$ cat config.mk
export PLATFORM = sky130hd
export DESIGN_NAME = masked_sbox_lookup_ctrl
export DESIGN_NICKNAME = d
export VERILOG_FILES = /design/src/rtl/masked_sbox_lookup_ctrl.sv
export SDC_FILE = /design/constraint.sdc
export NUM_CORES = 1
export LEC_CHECK = 0
export CORE_ASPECT_RATIO = 0.8
export CORE_MARGIN = 5
export CORE_UTILIZATION = 34
export DETAILED_ROUTE_END_ITERATION = 6
export MAX_ROUTING_LAYER = met4
export PLACE_DENSITY = 0.8
export SKIP_CTS_REPAIR_TIMING = 1
export SLEW_MARGIN = 20
export SYNTH_ARGS = -nofsm -noshare
export SYNTH_HDL_FRONTEND = slang
export SYNTH_SLANG_ARGS = --single-unit
export TNS_END_PERCENT = 30
$ cat constraint.sdc
create_clock -name clk -period 2 [get_ports clk]
set_clock_uncertainty 0.15 [all_clocks]
set_input_delay 0.4 -clock clk [delete_from_list [all_inputs] [get_ports clk]]
set_output_delay 0.4 -clock clk [all_outputs]
set_load 0.005 [all_outputs]
$ cat src/rtl/masked_sbox_lookup_ctrl.sv
// Request/response controller for a masked S-box table held in a dual-port BRAM
// with 2-cycle registered read latency; tracks batches of BATCH_LEN lookups.
module masked_sbox_lookup_ctrl #(
    parameter int ADDR_W    = 10,
    parameter int DATA_W    = 8,
    parameter int TAG_W     = 4,
    parameter int BATCH_LEN = 16
) (
    input  logic              clk,
    input  logic              rst,
    input  logic              start,
    input  logic              req_valid,
    output logic              req_ready,
    input  logic [ADDR_W-1:0] req_addr_a,
    input  logic [ADDR_W-1:0] req_addr_b,
    input  logic [TAG_W-1:0]  req_tag,
    output logic              rsp_valid,
    input  logic              rsp_ready,
    output logic [DATA_W-1:0] rsp_doa,
    output logic [DATA_W-1:0] rsp_dob,
    output logic [TAG_W-1:0]  rsp_tag,
    output logic [ADDR_W-1:0] bram_addra,
    output logic [ADDR_W-1:0] bram_addrb,
    output logic              bram_en,
    output logic              bram_rst,
    input  logic [DATA_W-1:0] bram_doa,
    input  logic [DATA_W-1:0] bram_dob,
    output logic              busy,
    output logic              done
);

    typedef enum logic [1:0] {IDLE, RUN, DRAIN, DONE} state_t;

    state_t             state;
    state_t             state_nxt;
    logic               stall;
    logic               accept;
    logic               rsp_hs;
    logic               last_req;
    logic               v1;
    logic               v2;
    logic [TAG_W-1:0]   t1;
    logic [TAG_W-1:0]   t2;
    logic [4:0]         issue_cnt;
    logic [1:0]         outstanding;
    logic [1:0]         outstanding_nxt;

    // Outputs are gated by rst so nothing leaks out during the reset cycle itself.
    assign stall      = rsp_valid && !rsp_ready;
    assign bram_en    = !stall;
    assign bram_rst   = rst;
    assign bram_addra = req_addr_a;
    assign bram_addrb = req_addr_b;
    assign req_ready  = !rst && (state == RUN) && !stall;
    assign accept     = req_valid && req_ready;
    assign rsp_valid  = !rst && v2;
    assign rsp_hs     = rsp_valid && rsp_ready;
    assign rsp_doa    = bram_doa;
    assign rsp_dob    = bram_dob;
    assign rsp_tag    = t2;
    assign busy       = !rst && (state != IDLE);
    assign done       = !rst && (state == DONE);
    assign last_req   = (issue_cnt == 5'(BATCH_LEN - 1));

    always_comb begin
        outstanding_nxt = outstanding;
        if (accept && !rsp_hs) begin
            outstanding_nxt = outstanding + 2'd1;
        end else if (!accept && rsp_hs) begin
            outstanding_nxt = outstanding - 2'd1;
        end
    end

    always_comb begin
        state_nxt = state;
        case (state)
            IDLE:    if (start) state_nxt = RUN;
            RUN:     if (accept && last_req) state_nxt = DRAIN;
            // Leave DRAIN as soon as the final response handshake retires the last lookup.
            DRAIN:   if (outstanding_nxt == 2'd0) state_nxt = DONE;
            DONE:    state_nxt = IDLE;
            default: state_nxt = IDLE;
        endcase
    end

    always_ff @(posedge clk) begin
        if (rst) begin
            state       <= IDLE;
            v1          <= 1'b0;
            v2          <= 1'b0;
            t1          <= '0;
            t2          <= '0;
            issue_cnt   <= '0;
            outstanding <= '0;
        end else begin
            state       <= state_nxt;
            outstanding <= outstanding_nxt;
            if (state == IDLE && start) begin
                issue_cnt <= '0;
            end else if (accept) begin
                issue_cnt <= issue_cnt + 5'd1;
            end
            // Valid/tag shadow of the BRAM address latch and output register.
            if (bram_en) begin
                v1 <= accept;
                v2 <= v1;
                t1 <= req_tag;
                t2 <= t1;
            end
        end
    end

endmodule

==> metrics.md <==
| Metric | Value |
|---|---|
| Outcome | `finished with violations` |
| Failing checks | `setup timing` |
| Max Cap Viol | `0` |
| Peak VDD IR | `0.0002747 V` |
| Dpl cells | `185` |
| HPWL after detailed placement | `1577 microns` |
| Min cycle time layout | `2017 ps` |
| Startpoint Class | `register` |
| Slew Viols, Final | `0` |
| Vias/cell | `4.374` |
| PwrDens | `845.9 nW/um^2` |
| Final setup violation count | `1` |
| Die footprint | `4983 sq um` |
| Cell row count | `19` |
| DRT iter0 DRCs | `33` |
| Dpl cell area | `1299 sq um` |
| Post-route cell area | `1403 sq um` |
| Hold Violations, Final | `0` |
| Initial Util | `35.66%` |
| Grt total ovfl | `0` |
| Seq/Total Area, Yosys | `30.52%` |
| Layout cells sized above 1 | `20.95%` |
| Synthesized area | `1246 sq um` |
| Unique cell type count in the Yosys netlist | `32` |
| Slew margin rel. | `80.70%` |
| DRC | `0` |
| Via count | `831` |
| Nets | `200` |
| ANT cells | `0` |
| Largest net degree at the start of global routing | `19` |
| Io pins | `91` |
| Hold crit path type | `register to register` |
| Routed WL | `2006 microns` |
| Measured slew at the worst slew-check pin | `287.0 ps` |
| Fin Setup TNS | `-17.34 ps` |
| Final Worst Setup Slack | `-17.34 ps` |
| H-tree Lvls | `1` |
| Via count of the first global-routing pass | `720` |
| Skew-Pair Late Insertion Delay | `250 ps` |
| Wire per inst | `10.56 microns` |
| Lkg Pwr | `0.6048 nW` |
| CP Capture Type | `primary output` |
| Worst-path maximum fanout | `3` |
| Synth-to-Final Area Change | `12.55%` |
| YS warnings | `0` |
| Total GRT Usage | `7.959%` |
| Detailed Routing Iterations Pass 1 | `4` |
| CTS tree | `yes` |
| Post-synthesis register bit count | `19` |
| Critical path class | `register to primary output` |
| Fmax | `495.7 MHz` |
| Critical Path RT | `1450 ps` |
| CORE AREA | `3495 sq um` |
| First-pass GRT wire length | `3174 microns` |
| Clk buf depth | `2` |
| Critical Path AT | `1470 ps` |
| GPL Wtd Cong | `0.8450` |
| Syn Nets | `202` |
| Die Wd | `77.69 microns` |
| Hold_ws | `303.4 ps` |
| RSZ-0062 raised after global routing | `yes` |
| Slowest CP cell | `clkdlybuf4s50_1` |
| Total power | `1.186 mW` |
| Most frequent cells in the layout | `dfxtp_1, buf_4, nand2_1, nor2_1, clkdlybuf4s50_1` |
| Final Cycle Share | `100.9%` |
| Post-DRT Antenna Nets | `0` |
| Clock Root Buffer | `clkbuf_8` |
| Port bufs | `18` |
| Clock slew at reported path FFs | `70 ps` |
| CTS Sinks | `19` |
| CP cell instances | `buf_4 -> ha_1 -> nor2b_1 -> clkdlybuf4s50_1` |
| Die Height | `64.15 microns` |
| Mean Syn Cell Area | `8.253 sq um` |
| Largest stage delay on the critical path | `510 ps` |
| Cells after synthesis | `151` |
| Most common cell after layout, fill and taps aside | `dfxtp_1` |
| Non-Filler Instances | `190` |
| Initial antenna violation count | `0` |
| Inserted Clock Buffers | `3` |
-- layer usage --
metal	track usage (%)	vias to the layer above	share of wire, %
li1	-	443	-
met1	10.01	362	48
met2	10.52	21	43
met3	4.775	5	7.5
met4	2.361	0	0.60
met5	-	-	0
-- layout make-up --
type | count | area, sq um
Clock buffer | 3 | 41.29
Tap cell | 42 | 52.55
Inverter | 6 | 22.52
Sequential cell | 19 | 384.1
Multi-Input combinational cell | 84 | 574.3
Clock inverter | 1 | 5.005
Timing Repair Buffer | 35 | 322.8
Fill cell | 336 | 2092
-- registers in the layout (all words and copies together), names as in the netlist --
signal and flops:
v1 1, rsp_tag 4, t1 4, v2 1, outstanding 2, state 2, issue_cnt 5
-- kinds of logic after synthesis --
kind of cell / count (synthesis) / share of synthesized area, %
AO/OA/AOI/OAI: 24 / 11.54
multiplexers: 2 / 1.707
buffers and inverters: 48 / 26.30
AND/OR/NAND/NOR: 47 / 20.38
XOR/XNOR: 5 / 3.515
flip-flops: 19 / 30.52
adder cells (fa/ha/maj): 6 / 6.024
-- where the power goes --
part | total, mW | leakage, nW | internal [mW] | switching, mW
clock network | 0.261 | 0.0255 | 0.138 | 0.123
registers | 0.472 | 0.156 | 0.430 | 0.0425
logic | 0.453 | 0.423 | 0.251 | 0.202
total | 1.19 | 0.605 | 0.819 | 0.367
-- through the flow --
step           utilization, %  worst slack, ps
2_1_floorplan               -            158.5
3_3_place_gp            37.16           -287.7
3_5_place_dp            37.16           -287.6
4_1_cts                 38.49           -299.5
5_1_grt                 40.14           -75.69
6_report                40.14           -17.34
-- synthesized netlist by cell type --
library cell  instances  share of area, %
xnor2_1               3               2.1
a21boi_2              1              0.90
dfxtp_1              19                31
nor3b_1               2               1.2
nand4_1               1              0.50
a21o_1                2               1.2
nand2_1              13               3.9
mux2i_1               1              0.80
mux2_2                1              0.90
nor3b_2               1               1.0
buf_6                 1              0.90
and3_1                1              0.50
a21oi_1               3               1.2
nand2b_1             10               5.0
o21ai_1               1              0.40
nand3b_1              1              0.60
ha_1                  6               6.0
clkbuf_1              3              0.90
xor2_1                2               1.4
o31ai_1               2               1.2
buf_4                37                22
buf_2                 1              0.40
inv_1                 6               1.8
nor2_1               12               3.6
o21ai_0              12               4.8
o21a_1                2               1.2
nor2b_4               1               1.1
nor3_1                1              0.40
nor2b_1               2               1.0
or3b_1                1              0.70
nor4bb_1              1              0.80
a211oi_1              1              0.60
-- worst paths after layout --
check | startpoint | to | slack [ps] | cells past startpoint
max reg2reg | issue_cnt[1] | state[1] | 70 | 8
min reg2reg | rsp_tag[1] | rsp_tag[1] | 300 | 2
max | state[1] | done | -20 | 4
min | rsp_tag[1] | rsp_tag[1] | 300 | 2
-- critical path, delay by kind of cell (launching register included) --
| kind | cells | cell delay, ps |
|---|---|---|
| buffers and inverters | 2 | 630 |
| flip-flops | 1 | 350 |
| AND/OR/NAND/NOR | 1 | 120 |
| adder cells (fa/ha/maj) | 1 | 120 |
Note: power is estimated with default switching activity, not from simulation.
